**src/rtl/dqs_lane_eye_centre_ctrl.sv**
```systemverilog
// ---------------------------------------------------------------------------
// dqs_lane_eye_centre_ctrl
//
// Multi-lane DQS read-eye centring controller. Lanes are trained one at a
// time. For each lane the delay line is loaded to tap 0. The controller then
// loops: clear the eye-monitor flags, wait for them to settle, and sample
// EARLY/LATE. A one-sided sample moves the tap by one step toward the eye
// centre. A neutral sample (both or neither flag) counts toward lock. The lane
// passes after LOCK_CNT consecutive neutral samples. It fails on saturation at
// 0/MAX_TAP, on the IOD out-of-range flag, or after ITER_MAX samples.
//
// Ports
//   FAB_CLK                  : clock, all logic on the rising edge
//   SYNC_RST                 : synchronous active-high reset
//   START                    : 1-cycle pulse, accepted only in IDLE/DONE
//   BUSY / DONE              : training in progress / all lanes finished
//   LANE_FAIL[NUM_LANES]     : per-lane failure, valid with DONE
//   TAP_VAL[NUM_LANES*TAP_W] : per-lane tap position, lane i at [i*TAP_W +: TAP_W]
//   EYE_MONITOR_EARLY/LATE   : per-lane eye-monitor flags from the IOD
//   DELAY_LINE_OUT_OF_RANGE  : per-lane IOD out-of-range flag
//   EYE_MONITOR_CLEAR_FLAGS  : 1-cycle pulse on the active lane
//   DELAY_LINE_LOAD          : 1-cycle pulse on the active lane (tap -> 0)
//   DELAY_LINE_MOVE          : 1-cycle pulse on the active lane (one tap step)
//   DELAY_LINE_DIRECTION     : 1 = increment, 0 = decrement; valid with MOVE
// ---------------------------------------------------------------------------
module dqs_lane_eye_centre_ctrl #(
  parameter int NUM_LANES  = 2,
  parameter int TAP_W      = 8,
  parameter int MAX_TAP    = 255,
  parameter int SETTLE_CYC = 8,
  parameter int LOCK_CNT   = 4,
  parameter int ITER_MAX   = 512
) (
  input  logic                       FAB_CLK,
  input  logic                       SYNC_RST,
  input  logic                       START,
  output logic                       BUSY,
  output logic                       DONE,
  output logic [NUM_LANES-1:0]       LANE_FAIL,
  output logic [NUM_LANES*TAP_W-1:0] TAP_VAL,
  input  logic [NUM_LANES-1:0]       EYE_MONITOR_EARLY,
  input  logic [NUM_LANES-1:0]       EYE_MONITOR_LATE,
  input  logic [NUM_LANES-1:0]       DELAY_LINE_OUT_OF_RANGE,
  output logic [NUM_LANES-1:0]       EYE_MONITOR_CLEAR_FLAGS,
  output logic [NUM_LANES-1:0]       DELAY_LINE_LOAD,
  output logic [NUM_LANES-1:0]       DELAY_LINE_MOVE,
  output logic [NUM_LANES-1:0]       DELAY_LINE_DIRECTION
);

  localparam int LANE_W = (NUM_LANES > 1) ? $clog2(NUM_LANES) : 1;
  localparam int ITER_W = $clog2(ITER_MAX + 1);
  localparam int WAIT_W = $clog2(SETTLE_CYC + 1);
  localparam int LOCK_W = $clog2(LOCK_CNT + 1);

  typedef enum logic [2:0] {
    S_IDLE, S_LOAD, S_CLEAR, S_WAIT, S_SAMPLE, S_STEP, S_NEXT, S_DONE
  } state_e;

  state_e               state_q;
  logic [LANE_W-1:0]    lane_q;
  logic [TAP_W-1:0]     tap_q [NUM_LANES];
  logic [ITER_W-1:0]    iter_q;
  logic [LOCK_W-1:0]    lock_q;
  logic [WAIT_W-1:0]    wait_q;
  logic                 busy_q;
  logic                 done_q;
  logic [NUM_LANES-1:0] fail_q;
  logic [NUM_LANES-1:0] clear_q;
  logic [NUM_LANES-1:0] load_q;
  logic [NUM_LANES-1:0] move_q;
  logic [NUM_LANES-1:0] dir_q;

  // Active-lane views and incremented counters used by the SAMPLE decision.
  logic [NUM_LANES-1:0] lane_oh;
  logic [TAP_W-1:0]     tap_cur;
  logic [ITER_W-1:0]    iter_d;
  logic [LOCK_W-1:0]    lock_d;
  logic                 is_late;
  logic                 is_early;
  logic                 oor_s;

  // NOTE: every signal written in always_comb gets a default first, so no
  // path through the block can leave it unassigned and infer a latch.
  always_comb begin
    lane_oh         = '0;
    lane_oh[lane_q] = 1'b1;
  end

  assign tap_cur  = tap_q[lane_q];
  assign iter_d   = iter_q + ITER_W'(1);
  assign lock_d   = lock_q + LOCK_W'(1);
  assign is_late  = EYE_MONITOR_LATE[lane_q] & ~EYE_MONITOR_EARLY[lane_q];
  assign is_early = EYE_MONITOR_EARLY[lane_q] & ~EYE_MONITOR_LATE[lane_q];
  assign oor_s    = DELAY_LINE_OUT_OF_RANGE[lane_q];

  // NOTE: state is updated with non-blocking assignments only. Every read in
  // this block then sees the value from before the clock edge.
  always_ff @(posedge FAB_CLK) begin
    if (SYNC_RST) begin
      state_q <= S_IDLE;
      lane_q  <= '0;
      iter_q  <= '0;
      lock_q  <= '0;
      wait_q  <= '0;
      busy_q  <= 1'b0;
      done_q  <= 1'b0;
      fail_q  <= '0;
      clear_q <= '0;
      load_q  <= '0;
      move_q  <= '0;
      dir_q   <= '0;
      // NOTE: the tap array drives TAP_VAL directly, so it must be reset like
      // any other register. It is flops, not a RAM.
      for (int i = 0; i < NUM_LANES; i++) tap_q[i] <= '0;
    end else begin
      // Strobes are single-cycle: low unless the next state raises them.
      clear_q <= '0;
      load_q  <= '0;
      move_q  <= '0;
      dir_q   <= '0;

      case (state_q)
        S_IDLE, S_DONE: begin
          if (START) begin
            state_q  <= S_LOAD;
            lane_q   <= '0;
            fail_q   <= '0;
            busy_q   <= 1'b1;
            done_q   <= 1'b0;
            load_q   <= NUM_LANES'(1);
            tap_q[0] <= '0;
            iter_q   <= '0;
            lock_q   <= '0;
          end
        end

        S_LOAD, S_STEP: begin
          state_q <= S_CLEAR;
          clear_q <= lane_oh;
        end

        S_CLEAR: begin
          state_q <= S_WAIT;
          wait_q  <= '0;
        end

        S_WAIT: begin
          if (wait_q == WAIT_W'(SETTLE_CYC - 1)) state_q <= S_SAMPLE;
          else                                   wait_q  <= wait_q + WAIT_W'(1);
        end

        S_SAMPLE: begin
          iter_q <= iter_d;
          if (oor_s || iter_d == ITER_W'(ITER_MAX)) begin
            fail_q[lane_q] <= 1'b1;
            state_q        <= S_NEXT;
          end else if (is_late) begin
            lock_q <= '0;
            // Saturation is caught here, so no MOVE is ever issued past the end.
            if (tap_cur == TAP_W'(MAX_TAP)) begin
              fail_q[lane_q] <= 1'b1;
              state_q        <= S_NEXT;
            end else begin
              state_q        <= S_STEP;
              move_q         <= lane_oh;
              dir_q          <= lane_oh;
              tap_q[lane_q]  <= tap_cur + TAP_W'(1);
            end
          end else if (is_early) begin
            lock_q <= '0;
            if (tap_cur == '0) begin
              fail_q[lane_q] <= 1'b1;
              state_q        <= S_NEXT;
            end else begin
              state_q        <= S_STEP;
              move_q         <= lane_oh;
              tap_q[lane_q]  <= tap_cur - TAP_W'(1);
            end
          end else begin
            lock_q <= lock_d;
            if (lock_d == LOCK_W'(LOCK_CNT)) begin
              state_q <= S_NEXT;
            end else begin
              state_q <= S_CLEAR;
              clear_q <= lane_oh;
            end
          end
        end

        S_NEXT: begin
          if (lane_q == LANE_W'(NUM_LANES - 1)) begin
            state_q <= S_DONE;
            done_q  <= 1'b1;
            busy_q  <= 1'b0;
          end else begin
            state_q                     <= S_LOAD;
            lane_q                      <= lane_q + LANE_W'(1);
            load_q                      <= lane_oh << 1;
            tap_q[lane_q + LANE_W'(1)]  <= '0;
            iter_q                      <= '0;
            lock_q                      <= '0;
          end
        end

        default: state_q <= S_IDLE;
      endcase
    end
  end

  for (genvar g = 0; g < NUM_LANES; g++) begin : g_tap
    assign TAP_VAL[g*TAP_W +: TAP_W] = tap_q[g];
  end

  assign BUSY                    = busy_q;
  assign DONE                    = done_q;
  assign LANE_FAIL               = fail_q;
  assign EYE_MONITOR_CLEAR_FLAGS = clear_q;
  assign DELAY_LINE_LOAD         = load_q;
  assign DELAY_LINE_MOVE         = move_q;
  assign DELAY_LINE_DIRECTION    = dir_q;

endmodule

```
**config.mk**
```make
export PLATFORM = sky130hd
export DESIGN_NAME = dqs_lane_eye_centre_ctrl
export DESIGN_NICKNAME = d
export VERILOG_FILES = /design/src/rtl/dqs_lane_eye_centre_ctrl.sv
export SDC_FILE = /design/constraint.sdc
export NUM_CORES = 1
export LEC_CHECK = 0
export ABC_AREA = 1
export CORE_MARGIN = 10
export CORE_UTILIZATION = 25
export DETAILED_ROUTE_END_ITERATION = 6
export DONT_BUFFER_PORTS = 1
export GPL_TIMING_DRIVEN = 0
export SLEW_MARGIN = 40
export SYNTH_ARGS = -nofsm -noshare
export SYNTH_HDL_FRONTEND = slang
export SYNTH_SLANG_ARGS = --single-unit
```
**constraint.sdc**
```tcl
create_clock -name FAB_CLK -period 5.9 [get_ports FAB_CLK]
set_clock_uncertainty 0.1 [all_clocks]
set_input_delay 0.885 -clock FAB_CLK [delete_from_list [all_inputs] [get_ports FAB_CLK]]
set_output_delay 0.885 -clock FAB_CLK [all_outputs]
set_load 0.01 [all_outputs]
```
==> implementation parameters <==
Parameter                              Value

Floorplan
  Total die area    roughly 0.017 sq mm
  Rows    39
  Ports    37
  Placeable core region    between 0.01 and 0.015 sq mm
  Die width    approximately 130 um
  Height of the die    130 um
  Effective utilization at floorplan    between 20% and 30%

Timing
  Final critical-path share of the clock period    a little over two thirds
  Achievable frequency    approximately 0.24 GHz
  Relative slew slack    roughly two thirds
  Unrepaired setup endpoints after global routing    false
  Final slew viol count    0
  Final hold viol count    0
  Post-layout minimum cycle time    approximately 4.2 ns
  Transition time of the tightest slew-check pin    0.528 ns
  Sum of negative setup slack    0 ns
  Number of failing setup endpoints in the final timing report    0
  Final worst hold slack    0.388 ns

Clock network
  Resize count post-CTS    0
  Clock slew seen by the registers of the worst setup and hold paths    roughly 0.070 ns
  Buffers inserted by post-CTS timing repair    0
  Total clock buffers created by CTS    5
  Clock buffer depth    2
  Total number of H-tree levels    2
  Clock root buffer master    clkbuf_16
  Clock sinks    50
  Post-CTS Hold Fix Bufs    0
  Clock tree from TritonCTS    yes
  Clk Latency, worst-skew pair    a little under 0.3 ns

Finish
  Antenna diode instance count    0
  Post-layout net count    between 400 and 500
  Proportion of layout cells with a drive suffix above 1    approximately 15%
  Commonest non-fill, non-tap cell in the layout    nand2_1
  Commonest non-fill, non-tap cells in the layout    95 x nand2_1, 60 x inv_1, 34 x dfxtp_1
  Synthesis-to-finish area growth    10.7%
  Count of filler cells inserted in the layout    ~1.2k

Pwr
  Worst IR Drop VDD    about 0.11 mV
  Cell area power density    between 300 and 400 mW/mm^2
  Leakage power total    1.42 nW

Yosys
  Average size of a mapped cell    about 7.5 sq um
  Synthesized area    approximately 0.003 sq mm
  Yosys warning total    0
  Sequential-to-total area share from yosys stat    slightly below 40%
  Mapped Nets    424
  Number of storage elements in the synthesis netlist    50
  Count of unique library cells instantiated by Yosys    42
  Number of cells produced by synthesis    around 400

Detailed routing
  Number of nets with antenna violations after detailed routing    0
  Number of detailed-routing iterations run before antenna repair    4
  First-iteration detailed-routing DRC count    148
  Average detailed-routed wire length per instance    ~13 um
  Final WL    between 7000 and 8000 um
  Mean number of vias per cell    between 4 and 5
  Drt drc    0
  Total via count in the routed design    ~2.5k

Critical path
  Critical path peak fanout    10
  Endpoint required time on the critical path    approximately 6 ns
  Crit path capture type    register
  Kind of critical path    reg2reg
  Data arrival time of the critical path    4.10 ns
  Critical Path Source Type    register

Placement
  Input/output buffers    0
  Half-perimeter wire length after placement    approximately 5600 um
  Placer Congestion    between 0.8 and 0.9

Global route
  First-pass GRT wire length    around 12000 um
  Global-route usage over all layers    a little under 9%
  Grt total ovfl    0
  Initial antenna violation count    0
  Number of global-route vias before repair    approximately 2.4k
  Pin count of the biggest net entering global routing    16

Worst hold path
  Worst min-delay path category    reg2reg

Outcome
  Run status    finished, final reports clean

Run
  Total of max-cap violations    0
-- flip-flops by register name, indices dropped and copies added, names as in the netlist, 2 cells and up, named ones only --
register / cells
LANE_FAIL: 2
DELAY_LINE_LOAD: 2
tap_q: 16
state_q: 3
DELAY_LINE_MOVE: 2
DELAY_LINE_DIRECTION: 2
wait_q: 4
lock_q: 3
EYE_MONITOR_CLEAR_FLAGS: 2
iter_q: 10
-- through the flow --
| stage | cells | power [W] | instance area (sq um) | util [%] | worst slack, ns |
|---|---|---|---|---|---|
| floorplan | 402 | 0.000658 | 3010 | - | 2.26 |
| global placement | 545 | 0.000721 | 3180 | 27.4 | 1.82 |
| detailed placement | 545 | 0.000725 | 3180 | 27.4 | 1.76 |
| CTS | 553 | 0.00100 | 3330 | 28.6 | 1.74 |
| global route | 553 | 0.00106 | 3330 | 28.6 | 1.41 |
| finish | 553 | 0.00100 | 3330 | 28.6 | 1.75 |
-- per-layer routing --
layer	part of all wire, %	GRT usage [%]	vias up
li1	-	-	1307
met1	43	9.93	1170
met2	48	14.4	45
met3	7.6	3.38	11
met4	1.6	2.78	0
met5	0	0	-
-- report_power, final --
group          total [W]  leakage (nW)  internal (W)  switching [W]
logic           0.000283         0.912     0.0000840       0.000199
clock network   0.000281        0.0672      0.000155       0.000126
registers       0.000437         0.442      0.000393      0.0000445
total            0.00100          1.42      0.000632       0.000369
-- worst paths after layout --
check	end	slack (ns)	start	cells after the start
max	tap_q[1][5]$_SDFFCE_PN0P_	1.75	lane_q$_SDFFE_PP0P_	17
min	wait_q[1]$_SDFFE_PP0P_	0.39	wait_q[1]$_SDFFE_PP0P_	2
min reg2reg	wait_q[1]$_SDFFE_PP0P_	0.39	wait_q[1]$_SDFFE_PP0P_	2
max reg2reg	tap_q[1][5]$_SDFFCE_PN0P_	1.75	lane_q$_SDFFE_PP0P_	17
-- cell families after synthesis --
kind of cell / after synthesis / share of synthesized area [%]
compound gates: 49 / 9.28
xor+xnor: 3 / 0.874
buf+inv: 74 / 10.3
flops: 50 / 38.6
fa+ha+maj: 13 / 5.66
simple gates: 212 / 34.9
mux: 1 / 0.333
-- cell usage after synthesis (all sizes together) --
library cell | instances | share of area (%)
dfxtp | 34 | 23
o21ai | 21 | 4.0
xnor2 | 1 | 0.29
xor2 | 2 | 0.58
nor2 | 50 | 8.5
a22oi | 3 | 0.75
nand4 | 12 | 2.7
a211oi | 1 | 0.25
clkbuf | 3 | 1.0
a41oi | 1 | 0.29
buf | 2 | 0.62
a21oi | 20 | 3.3
ha | 12 | 5.0
inv | 67 | 8.4
nand2 | 106 | 14
clkinv | 2 | 0.29
or2 | 5 | 1.0
o211ai | 1 | 0.25
edfxtp | 16 | 16
nor3 | 8 | 1.5
a31oi | 1 | 0.21
mux2i | 1 | 0.33
o22ai | 1 | 0.21
nand3 | 30 | 6.5
fa | 1 | 0.67
and3 | 1 | 0.21
-- layout make-up --
cell class                 count  area, sq um  area share [%]
multi-input combinational    278         1530            46.1
sequential                    50         1160            34.9
inverter                      69          260            7.83
tap                          143          179            5.38
clock buffer                   5          125            3.76
buffer                         5         50.0            1.50
clock inverter                 3         16.3           0.489
-- critical path, cell delays in order, from the launching register on --
cell      delay [ns]
dfxtp_1         0.32
clkbuf_8        0.17
clkinv_1        0.35
or2_2           0.42
o21ai_0         0.14
inv_1           0.08
ha_1            0.26
inv_1           0.11
nand3_2         0.13
nor2_2          0.39
ha_1            0.36
a21oi_1         0.13
o21ai_0         0.19
a21oi_1         0.17
o21ai_0         0.12
or2_2           0.29
nand3_1         0.12
nor2_1          0.06
Note: power is estimated with default switching activity, not from simulation.
